`src/rtl/fp32_div.sv`:
```
// Iterative IEEE-754 single-precision divider: restoring division, one quotient bit per cycle.
// Build option: define FP32_DIV_ROUND_EN for round-to-nearest-even; the default build truncates.
module fp32_div (
  input  logic        clk,
  input  logic        rst_n,
  input  logic        start,
  input  logic [31:0] a,
  input  logic [31:0] b,
  output logic        busy,
  output logic        done,
  output logic [31:0] result
);
  localparam int unsigned ITERS = 26;
  localparam int unsigned EW    = 12;
  localparam int unsigned MW    = 24;
  localparam int unsigned RW    = MW + 1;
  localparam int unsigned CW    = 5;
  localparam logic [31:0] QNAN  = 32'h7FC00001;

  typedef enum logic [1:0] {IDLE, DIV, PACK, DONE} state_t;
  state_t state, state_nx;

  logic [CW-1:0]        cnt;
  logic [MW-1:0]        divisor;
  logic [RW-1:0]        rem;
  logic [ITERS-1:0]     quo;
  logic signed [EW-1:0] exp_q;
  logic                 sign_q;
  logic [31:0]          res_q;
  logic                 busy_nx, done_nx;

  // Effective exponent and 24-bit significand with the leading one moved to bit 23.
  function automatic logic [EW+MW-1:0] unpack(input logic [30:0] x);
    logic [4:0] sh;
    sh = 5'd0;
    if (x[30:23] != 8'd0) return {EW'(x[30:23]), 1'b1, x[22:0]};
    for (int i = 0; i < 23; i++) if (x[i]) sh = 5'(23 - i);
    return {EW'(EW'(1) - EW'(sh)), MW'({1'b0, x[22:0]} << sh)};
  endfunction

  // Operand classification and special-case results.
  logic [EW+MW-1:0] ua_c, ub_c;
  logic             a_nan_c, b_nan_c, a_inf_c, b_inf_c, a_zero_c, b_zero_c;
  logic             sign_c, spec_c, accept_c;
  logic [31:0]      spec_res_c;

  always_comb begin
    ua_c     = unpack(a[30:0]);
    ub_c     = unpack(b[30:0]);
    a_nan_c  = (a[30:23] == 8'hFF) && (a[22:0] != 23'd0);
    b_nan_c  = (b[30:23] == 8'hFF) && (b[22:0] != 23'd0);
    a_inf_c  = (a[30:23] == 8'hFF) && (a[22:0] == 23'd0);
    b_inf_c  = (b[30:23] == 8'hFF) && (b[22:0] == 23'd0);
    a_zero_c = (a[30:0] == 31'd0);
    b_zero_c = (b[30:0] == 31'd0);
    sign_c   = a[31] ^ b[31];
    spec_c   = a_nan_c | b_nan_c | a_inf_c | b_inf_c | a_zero_c | b_zero_c;
    accept_c = (state == IDLE) && start && !busy;
    if (a_nan_c || b_nan_c || (a_zero_c && b_zero_c) || (a_inf_c && b_inf_c))
      spec_res_c = QNAN;
    else if (a_inf_c || b_zero_c)
      spec_res_c = {sign_c, 8'hFF, 23'd0};
    else
      spec_res_c = {sign_c, 31'd0};
  end

  // One restoring-division step.
  logic             ge_c;
  logic [RW-1:0]    rem_nx_c;

  always_comb begin
    ge_c     = rem >= {1'b0, divisor};
    rem_nx_c = (ge_c ? rem - {1'b0, divisor} : rem) << 1;
  end

  // Normalise, denormalise, optionally round, and saturate the quotient.
  logic [22:0]          mant_c, frac_c;
  logic signed [EW-1:0] exp_c;
  logic [5:0]           sh_c;
  logic [7:0]           efield_c;
  logic [30:0]          body_c;
  logic [31:0]          pack_c;
`ifdef FP32_DIV_ROUND_EN
  logic                 guard_c, sticky_c, rnd_c;
  logic [48:0]          full_c;
`endif

  always_comb begin
    if (quo[ITERS-1]) begin
      mant_c = quo[24:2];
      exp_c  = exp_q;
    end else begin
      mant_c = quo[23:1];
      exp_c  = exp_q - EW'(1);
    end
    if (exp_c > 12'sd0)        sh_c = 6'd0;
    else if (exp_c < -12'sd24) sh_c = 6'd25;
    else                       sh_c = 6'(12'sd1 - exp_c);
    frac_c   = 23'({1'b1, mant_c} >> sh_c);
    efield_c = (exp_c > 12'sd0) ? exp_c[7:0] : 8'd0;
    body_c   = {efield_c, frac_c};
`ifdef FP32_DIV_ROUND_EN
    guard_c  = quo[ITERS-1] ? quo[1] : quo[0];
    sticky_c = (quo[ITERS-1] & quo[0]) | (rem != '0);
    full_c   = {1'b1, mant_c, guard_c, 24'd0} >> sh_c;
    rnd_c    = 1'(full_c >> 24) & (sticky_c | (full_c[23:0] != 24'd0) | frac_c[0]);
    body_c   = body_c + 31'(rnd_c);
`endif
    if (exp_c >= 12'sd255) pack_c = {sign_q, 8'hFF, 23'd0};
    else                   pack_c = {sign_q, body_c};
  end

  // FSM state register.
  always_ff @(posedge clk or negedge rst_n) begin
    if (!rst_n) state <= IDLE;
    else        state <= state_nx;
  end

  // FSM next state.
  always_comb begin
    state_nx = state;
    case (state)
      IDLE:    if (accept_c) state_nx = spec_c ? DONE : DIV;
      DIV:     if (cnt == CW'(ITERS - 1)) state_nx = PACK;
      PACK:    state_nx = DONE;
      DONE:    state_nx = IDLE;
      default: state_nx = IDLE;
    endcase
  end

  // FSM output decode; registered one cycle later.
  always_comb begin
    busy_nx = (state != IDLE);
    done_nx = (state == DONE);
  end

  always_ff @(posedge clk or negedge rst_n) begin
    if (!rst_n) begin
      busy   <= 1'b0;
      done   <= 1'b0;
      result <= 32'h0;
    end else begin
      busy <= busy_nx;
      done <= done_nx;
      if (done_nx) result <= res_q;
    end
  end

  // Datapath: capture, iterate, pack.
  always_ff @(posedge clk or negedge rst_n) begin
    if (!rst_n) begin
      cnt     <= '0;
      divisor <= '0;
      rem     <= '0;
      quo     <= '0;
      exp_q   <= '0;
      sign_q  <= 1'b0;
      res_q   <= 32'h0;
    end else if (accept_c) begin
      cnt     <= '0;
      divisor <= ub_c[MW-1:0];
      rem     <= {1'b0, ua_c[MW-1:0]};
      quo     <= '0;
      exp_q   <= $signed(ua_c[EW+MW-1:MW]) - $signed(ub_c[EW+MW-1:MW]) + 12'sd127;
      sign_q  <= sign_c;
      if (spec_c) res_q <= spec_res_c;
    end else if (state == DIV) begin
      rem <= rem_nx_c;
      quo <= {quo[ITERS-2:0], ge_c};
      cnt <= (cnt == CW'(ITERS - 1)) ? '0 : cnt + CW'(1);
    end else if (state == PACK) begin
      res_q <= pack_c;
    end
  end
endmodule

```
`config.mk`:
```
export PLATFORM = sky130hd
export DESIGN_NAME = fp32_div
export DESIGN_NICKNAME = d
export VERILOG_FILES = /design/src/rtl/fp32_div.sv
export SDC_FILE = /design/constraint.sdc
export NUM_CORES = 1
export LEC_CHECK = 0
export ABC_AREA = 1
export CAP_MARGIN = 30
export CORE_AREA = 2 2 231 176
export CTS_BUF_LIST = sky130_fd_sc_hd__clkbuf_4 sky130_fd_sc_hd__clkbuf_8
export DETAILED_ROUTE_END_ITERATION = 12
export DIE_AREA = 0 0 233 178
export GPL_ROUTABILITY_DRIVEN = 0
export GPL_TIMING_DRIVEN = 0
export PLACE_DENSITY_LB_ADDON = 0.3
export SLEW_MARGIN = 10
export SYNTH_ARGS = -nofsm -noshare
export SYNTH_HDL_FRONTEND = slang
export SYNTH_SLANG_ARGS = --single-unit
```
`constraint.sdc`:
```
create_clock -name clk -period 3.2 [get_ports clk]
set_input_delay 0.96 -clock clk [delete_from_list [all_inputs] [get_ports clk]]
set_output_delay 0.96 -clock clk [all_outputs]
set_load 0.05 [all_outputs]
```
## Yosys cells after proc, flatten, opt, wreduce, memory -nomap -nowiden

Index checks and enable logic that the tools add are counted.
W data, S select, Z words.

- Register bits: 161
- Bits of input ports: 67
- Output and inout port bits: 34
- Logic and storage cells: 147

- Add/subtract/negate cells: 8
- Order comparisons: 4
- Equality and inequality tests: 10
- Shift operators: 3
- Muxes and demuxes: 78
- Bitwise operators: 6
- Reduce and logical (&&, ||, !) cells: 27

Operators by type and width:

| operator | number |
|---|---|
| $mux W5 | 51 |
| $mux W32 | 5 |
| $mux W36 | 4 |
| $logic_not A31 Y1 | 2 |
| $mux W31 | 2 |
| $mux W26 | 2 |
| $mux W25 | 2 |
| $shl A23 B5 Y24 | 2 |
| $logic_not A23 Y1 | 2 |
| $reduce_bool A23 Y1 | 2 |
| $ge A25 B24 Y1 | 1 |
| $mux W24 | 1 |
| $shr A24 B6 Y23 | 1 |
| $sub A24 B24 Y24 | 1 |
| $mux W23 | 1 |
| $eq A8 B8 Y1 const B | 2 |
| $reduce_bool A8 Y1 | 2 |
| $add A12 B8 Y12 const B | 1 |
| $ge A12 B9 Y1 const B | 1 |
| $gt A12 B1 Y1 const B | 1 |
| $lt A12 B6 Y1 const B | 1 |
| $mux W12 | 1 |
| $mux W6 | 2 |
| $sub A1 B5 Y6 const A | 2 |
| other kinds (21) | 44 |

## Logic depth before layout (Yosys ltp)

Gate-level depths: netlist (run 1).

- Depth in word-level cells: 28
- Depth in mapped cells: 37

## Worst setup path after synthesis (run 1)

No wires, ideal clock.

- Path kind: input-to-reg
- Start point: input port a[3]
- End point: register exp_q[10]
- Library setup time: 82 ps
- Arrival: 4560 ps
- Required time: 3118 ps
- Setup slack: -1442 ps
- Stages: 27
- Buffers on the path: 1
- Cell sequence: o311ai_1 -> nand3_1 -> nand3_1 -> nand3_1 -> nand3_1 -> nand3_1 -> nand3_1 -> a21oi_1 -> nor2_1 -> clkinv_1 -> clkbuf_1 -> ha_1 -> nand2_1 -> nand2_1 -> o21ai_0 -> ha_1 -> ha_1 -> a21oi_1 -> inv_1 -> a31oi_1 -> o21ai_0 -> and2_1 -> o21ai_0 -> nand2_1 -> a221oi_1 -> nor2_1 -> o22ai_1

- Cells in the longest elaborated chain, start to end: 25

Ends and longest elaborated chain:

| element | RTL line | RTL |
|---|---|---|
| start: declaration | 7 | `input logic [31:0] a,` |
| $mux W5 (21 in series) | 37 | `for (int i = 0; i < 23; i++) if (x[i]) sh = 5'(23 - i);` |
| $sub A1 B5 Y6 | 38 | `return {EW'(EW'(1) - EW'(sh)), MW'({1'b0, x[22:0]} << sh)};` |
| $mux W36 | 37 |  |
| $sub A12 B12 Y12 | 164 | `exp_q <= $signed(ua_c[EW+MW-1:MW]) - $signed(ub_c[EW+MW-1:MW]) + 12'sd127;` |
| $add A12 B8 Y12 | 164 |  |
| end signal: assignment | 164 |  |
| end: declaration | 27 | `logic signed [EW-1:0] exp_q;` |

No other way between the ends. The select of a mux whose other input is x is not followed.
A chain may end at the register's enable or synchronous reset.

## Worst setup path in the final report (run 1)

- Start point: input port a[6]
- End point: register exp_q[4]

- Cells in the longest elaborated chain, start to end: 22

Ends and longest elaborated chain:

| element | RTL line |
|---|---|
| $mux W5 (18 in series) | 37 |
| $sub A1 B5 Y6 | 38 |
| $mux W36 | 37 |
| $sub A12 B12 Y12 | 164 |
| $add A12 B8 Y12 | 164 |

No other way between the ends. The select of a mux whose other input is x is not followed.

==> metrics, run 1 <==
status finished with violations; failing checks negative setup slack; Cell Int Power 0.00765 W; Die Width 233 um; CP max FO 5; Initial Util 0.337; total vias in the final route 14,700; synthesis-to-layout area growth 31.3%; clock sinks 161; sequential cell area 4030 sq um; Setup Slack @ Placement -2410 ps; std cell rows 63; Hold Vio Cnt, Final 0; combinational share of power 0.682; synth warn 0; fmax 242 MHz; Crit Path Class input pin to flip-flop; final worst slack -934 ps; crit path max-delay cell type clkdlybuf4s15_2; Mapped Nets 2,132; IO buf count 100; Leak 8.17 nW; Post-CTS Hold Buffers 0; leading cell type in the layout, fill and taps excluded nand2_1; slew at the pin closest to its max-slew limit 911 ps; dpl hpwl 35,000 um; Sw Share 0.519; clk_lat worst skew 500 ps; CTS root buffer clkbuf_8; TritonCTS buffer count 17; vias per inst 5.35; Max Cap Viol 0; Design Power 0.0159 W; dominant synthesized flop cell dfrtp_1; unrepaired setup endpoints after global routing yes; DRT Wirelength 46,600 um; power share of the sequential group 0.222; GRT Total Usage 0.222; Final ANT Viol Nets 0; asr flop ratio synth 1.00; die area 41,500 sq um; pwr dens 917 nW/um^2; drt pass-1 iters 6; Tcrit/Tclk final 1.29; EDFF count, synth 0; area of the core 39,200 sq um; Worst slew margin 0.393; Switching Power 0.00826 W; Post-Synthesis Cells 2,011; fillers 3,934; sequential-to-total area share from yosys stat 0.305; commonest cells after routing, fill and taps aside nand2_1, nand3_1, inv_1; Residual DRC 0; peak supply drop 0.370 mV; die height 178 um; placed standard-cell area 15,000 sq um; max-slew violations 0; Min Clock Period, post-route 4130 ps; post-DR wirelength/cell 17.0 um; first-pass GRT wire length 73,000 um; CP Capture Type flip-flop; Worst path max stage delay 300 ps; Final setup viols 15; CTS tree built; type of origin of the critical path input pin; Setup Skew 14.7 ps; synth unique cells 60; worst-case clock buffer depth 2; Final Cell Area 17,400 sq um; Top Ports 101; Syn Area/Cell 6.57 sq um; largest net degree at the start of global routing 87; Nets 2,339; FF+latch count, synth 161; htree depth 4; area of the multi-input gates 9110 sq um; n_diodes 0; Worst Hold Class input pin to async pin; Overflow after GRT 0; worst hold margin 419 ps; DR iter-0 viols 1,620; final core utilization 0.443; crit path DAT 4490 ps; initial antenna violation count 0; vias in the first global route 13,800; CP required 3550 ps; clock slew seen by the registers of the worst setup and hold paths 90 ps; layout cell share with drive strength beyond 1 0.208; Cell Area, Synth 13,200 sq um; clock share of power 0.096
-- power groups by stage --
| stage | Clock [W] | Combinational [W] | Sequential (W) |
|---|---|---|---|
| 3_5_place_dp | 0 | 0.00915 | 0.00355 |
| 6_report | 0.00153 | 0.0109 | 0.00353 |
| 2_1_floorplan | 0 | 0.00617 | 0.00400 |
| 3_3_place_gp | 0 | 0.00899 | 0.00353 |
| 5_1_grt | 0.00163 | 0.0120 | 0.00364 |
| 4_1_cts | 0.00156 | 0.00946 | 0.00351 |
-- area by class of cell --
class                      count  area share
tap                          520      0.0375
buffer                        93      0.0347
clock buffer                  19      0.0143
timing repair buffer         188      0.0980
inverter                     227      0.0509
clock inverter                12     0.00735
multi-input combinational   1530       0.525
sequential                   161       0.232
-- Yosys cell counts (all sizes together), types with 8 or more instances --
cell	instances	share of area
nand2	592	0.17
nand3	261	0.099
inv	224	0.064
o21ai	185	0.072
dfrtp	161	0.30
a21oi	120	0.047
nor2	109	0.033
clkbuf	62	0.018
ha	52	0.049
o22ai	35	0.017
buf	31	0.013
mux2	31	0.026
xor2	22	0.015
nand4	17	0.0080
o211ai	16	0.0091
nor3	15	0.0064
xnor2	15	0.0099
a22oi	9	0.0051
nor4	8	0.0038
-- registers in the layout, indices dropped and copies added (netlist names) --
signal   cells
quo         26
sign_q       1
res_q       32
state        2
done         1
cnt          5
result      32
busy         1
exp_q       12
divisor     24
rem         25
-- critical path: cells and delay by family --
kind	cells	cell delay [ps]
AOI/OAI and AO/OA	4	430
xor gates and xnor gates	1	120
adders and majority gates	3	670
buffers and inverters	11	1530
and+or+nand+nor	9	780
-- what timing repair did --
| action | in CTS | in global routing |
|---|---|---|
| gates resized for setup | 247 | 233 |
| endpoints found under the setup margin | 90 | 90 |
| pin swaps | 51 | 92 |
| setup buffers | 44 | 44 |
-- kinds of logic after synthesis --
family,after synthesis,synth area share
AO/OA/AOI/OAI,397,0.170
adder cells (fa/ha/maj),54,0.0523
flip-flops,161,0.305
multiplexers,33,0.0279
AND/OR/NAND/NOR,1009,0.325
XOR/XNOR,37,0.0251
buffers and inverters,320,0.0950
-- per-stage QoR --
stage                     TNS [ps]  instances
after floorplan              -6710       2011
after global placement     -993380       2631
after detailed placement   -110680       2633
after CTS                    -9700       2706
after global routing        -15030       2750
final                        -6840       2750
-- routing by layer --
metal  track usage  wire length [um]  vias up  part of all wire
met5             0                 0        -                 0
met2         0.350             21300      572              0.46
met3        0.0480              3790       76             0.081
met4        0.0653              1070        0             0.023
li1              -                 -     7127                 -
met1         0.304             20500     6951              0.44
-- final timing paths --
check                                           from                endpoint  cells after the start  slack [ps]
worst max-delay path                            a[6]    exp_q[4]$_DFFE_PN0P_                     28        -930
worst min-delay path                           rst_n  result[27]$_DFFE_PN0P_                      1         420
worst max register to register  exp_q[1]$_DFFE_PN0P_    res_q[2]$_DFFE_PN0P_                     22         -20
worst min register to register  res_q[4]$_DFFE_PN0P_    res_q[4]$_DFFE_PN0P_                      2         490
max in group asynchronous                      rst_n    res_q[3]$_DFFE_PN0P_                      2        1940
min in group clk                res_q[4]$_DFFE_PN0P_    res_q[4]$_DFFE_PN0P_                      2         490
Note: power is estimated with default switching activity, not from simulation.
==> run 2: changes to the inputs <==
--- a/config.mk
+++ b/config.mk
@@ -7,12 +7,13 @@
 export LEC_CHECK = 0
 export ABC_AREA = 1
 export CAP_MARGIN = 30
-export CORE_AREA = 2 2 231 176
+export CORE_AREA = 2 2 175 134
 export CTS_BUF_LIST = sky130_fd_sc_hd__clkbuf_4 sky130_fd_sc_hd__clkbuf_8
 export DETAILED_ROUTE_END_ITERATION = 12
-export DIE_AREA = 0 0 233 178
+export DIE_AREA = 0 0 177 136
+export DONT_BUFFER_PORTS = 1
 export GPL_ROUTABILITY_DRIVEN = 0
-export GPL_TIMING_DRIVEN = 0
+export GPL_TIMING_DRIVEN = 1
 export PLACE_DENSITY_LB_ADDON = 0.3
 export SLEW_MARGIN = 10
 export SYNTH_ARGS = -nofsm -noshare
==> run 2 against run 1 <==
  * The flow finishes with violations (design-rule violations, negative setup slack)
  * Count of clock-buffer cells in the layout increased by 3
  * Sequential power increased by 20%
  * First-iteration DRC count increased by 80%
  * Clock skew increased by 4.9 ps
  * Clock power increased by 7%
  * Die area decreased by 42%
  * Final area decreased by 4.4%
  * Largest cell class unchanged
  * Largest power group unchanged
  * Highest routed layer unchanged
==> metrics, run 2 (synthesis results as in run 1) <==
vias per inst 6.32 (+18%); r2r startpoint exp_q[1]$_DFFE_PN0P_; peak supply drop 0.536 mV (+45%); crit path max-delay cell type nor4_1; top flop regs res_q x32, result x32, quo x26; drt pass-1 iters 13 (+7); Worst path most repeated cell nand2_1; unrepaired setup endpoints after global routing yes; CP endpoint exp_q[9]$_DFFE_PN0P_; CP delay by family, top simple AND/OR/NAND/NOR gates; DR iter-0 viols 2,920 (+80%); max-slew violations 0 (unchanged); Setup Skew 19.6 ps (+4.93 ps); reg2reg path depth 23 (+4.5%); largest net degree at the start of global routing 162 (+86%); combinational share of power 0.657 (-0.025); CTS root buffer clkbuf_8; Worst Hold Class input pin to async pin; Residual DRC 3 (+3); Worst path max stage delay 550 ps (+250 ps); Hold Vio Cnt, Final 0 (unchanged); dpl hpwl 32,100 um (-8.1%); area of the core 22,500 sq um (-43%); layout cell share with drive strength beyond 1 0.232 (+0.0236); area of the multi-input gates 8930 sq um (-2.0%); n_diodes 0 (unchanged); number of cells on the critical path 20 (-29%); Cell Chain, Critical Path nor4_1, buf_4, nand2_1, nand2_1, nand2_1, nand2_1, nand2_1, ha_4, nor2_2, a21oi_2, ha_1, buf_6, fa_2, a21o_1, a21oi_2, o21ai_2, nand2_2, o21ai_2, xor2_1, o21ai_1; first-pass GRT wire length 68,100 um (-6.8%); IO buf count 0 (-100%); r2r endpoint res_q[0]$_DFFE_PN0P_; Sw Share 0.530 (+0.0109); Switching Power 0.00907 W (+9.8%); Crit Path Class input pin to flip-flop; final worst slack -761 ps (+173 ps); TritonCTS buffer count 17 (unchanged); clock share of power 0.096 (about the same); FF-to-FF setup slack -260 ps (-240 ps); Nets 2,293 (-2.0%); worst-case clock buffer depth 2 (unchanged); fillers 1,620 (-59%); GRT Total Usage 0.357 (+0.136); std cell rows 48 (-24%); Min Clock Period, post-route 3960 ps (-173 ps); type of origin of the critical path input pin; sequential cell area 4030 sq um (about the same); clock sinks 161 (unchanged); Final ANT Viol Nets 0 (unchanged); die area 24,100 sq um (-42%); buffers and inverters on the worst path 2 (-9); htree depth 4 (unchanged); CTS tree built; CP required 3540 ps (about the same); slew at the pin closest to its max-slew limit 938 ps (+27.2 ps); Top Ports 101 (unchanged); pwr dens 1030 nW/um^2 (+13%); initial antenna violation count 0 (unchanged); total vias in the final route 15,700 (+6.6%); CP Capture Type flip-flop; status finished with violations; power share of the sequential group 0.247 (+0.025); DRT Wirelength 48,900 um (+4.9%); leading cell type in the layout, fill and taps excluded nand2_1; failing checks design-rule violations, negative setup slack; crit path DAT 4310 ps (-180 ps); critical path startpoint a[7]; vias in the first global route 13,400 (-2.5%); CP max FO 5 (unchanged); Cell Int Power 0.00804 W (+5.1%); Design Power 0.0171 W (+7.6%); die height 136 um (-24%); Final setup viols 32 (+17); placed cell count 2,406 (-8.6%); post-DR wirelength/cell 19.7 um (+16%); Non-Filler Instances 2,484 (-9.7%); clock slew seen by the registers of the worst setup and hold paths 90 ps (about the same); Initial Util 0.587 (+0.249); Max Cap Viol 0 (unchanged); Die Width 177 um (-24%); clk_lat worst skew 490 ps (about the same); Overflow after GRT 0 (unchanged); Leak 8.17 nW (about the same); Worst slew margin 0.368 (-0.0247); fmax 252 MHz (+4.4%); commonest cells after routing, fill and taps aside nand2_1, nand3_1, inv_1; Tcrit/Tclk final 1.24 (-0.0539); synthesis-to-layout area growth 25.5%
-- run 2: cell count changes in the layout (fill, tap and decap cells not counted), sizes merged --
cell | before | now
nand2 | 592 | 596
clkdlybuf4s50 | 59 | 0
clkinvlp | 3 | 5
inv | 228 | 224
clkdlybuf4s15 | 4 | 0
clkinv | 7 | 5
dlygate4sd2 | 24 | 0
bufinv | 1 | 3
clkbuf | 81 | 23
buf | 132 | 229
-- run 2: through the flow --
stage / setup slack [ps] / hold WS, ps / cell area [sq um] / setup TNS (ps) / util
6_report: -761 / 174 / 16600 / -8040 / 0.737
5_1_grt: -780 / 161 / 16600 / -8890 / 0.737
4_1_cts: -563 / 152 / 15400 / -3400 / 0.683
3_5_place_dp: -1230 / 473 / 14700 / -22140 / 0.654
3_3_place_gp: -1070 / 465 / 14700 / -15390 / 0.654
2_1_floorplan: -1040 / 443 / 13300 / -6710 / -
-- run 2: worst min-delay path by stage --
stage	startpoint	endpoint	depth (start not counted)
detailed placement	res_q[15]$_DFFE_PN0P_	res_q[15]$_DFFE_PN0P_	2
global placement	res_q[14]$_DFFE_PN0P_	res_q[14]$_DFFE_PN0P_	2
global route	rst_n	res_q[25]$_DFFE_PN0P_	0
floorplan	res_q[5]$_DFFE_PN0P_	res_q[5]$_DFFE_PN0P_	2
finish	rst_n	res_q[25]$_DFFE_PN0P_	0
CTS	rst_n	result[23]$_DFFE_PN0P_	0
-- run 2: power by group through the flow --
stage / Clock [W] / Combinational [W] / Sequential, W
5_1_grt: 0.00173 / 0.0120 / 0.00431
3_3_place_gp: 0 / 0.00806 / 0.00415
3_5_place_dp: 0 / 0.00832 / 0.00419
6_report: 0.00164 / 0.0112 / 0.00423
4_1_cts: 0.00164 / 0.00866 / 0.00416
2_1_floorplan: 0 / 0.00617 / 0.00400
-- run 2: layer usage --
layer	wire length, um	track usage	part of all wire	vias to the layer above
met1	19000	0.523	0.39	7126
met2	20300	0.490	0.41	1263
met4	2290	0.122	0.047	0
met5	0	0	0	-
li1	-	-	-	7032
met3	7370	0.113	0.15	275
-- run 2: final cells by class --
| type | instances | area share |
|---|---|---|
| clock buffer | 22 | 0.0171 |
| sequential | 161 | 0.243 |
| multi-input combinational | 1534 | 0.538 |
| clock inverter | 9 | 0.00792 |
| inverter | 227 | 0.0527 |
| timing repair buffer | 230 | 0.118 |
| timing repair inverter | 1 | 0.000302 |
| tap | 300 | 0.0226 |
-- run 2: timing repair --
action / in CTS / in global routing
gates cloned: 1 / 6
endpoints found under the setup margin: 26 / 54
setup buffers: 5 / 36
resized for setup: 39 / 220
hold buffers: 0 / 0
pin swaps: 20 / 104
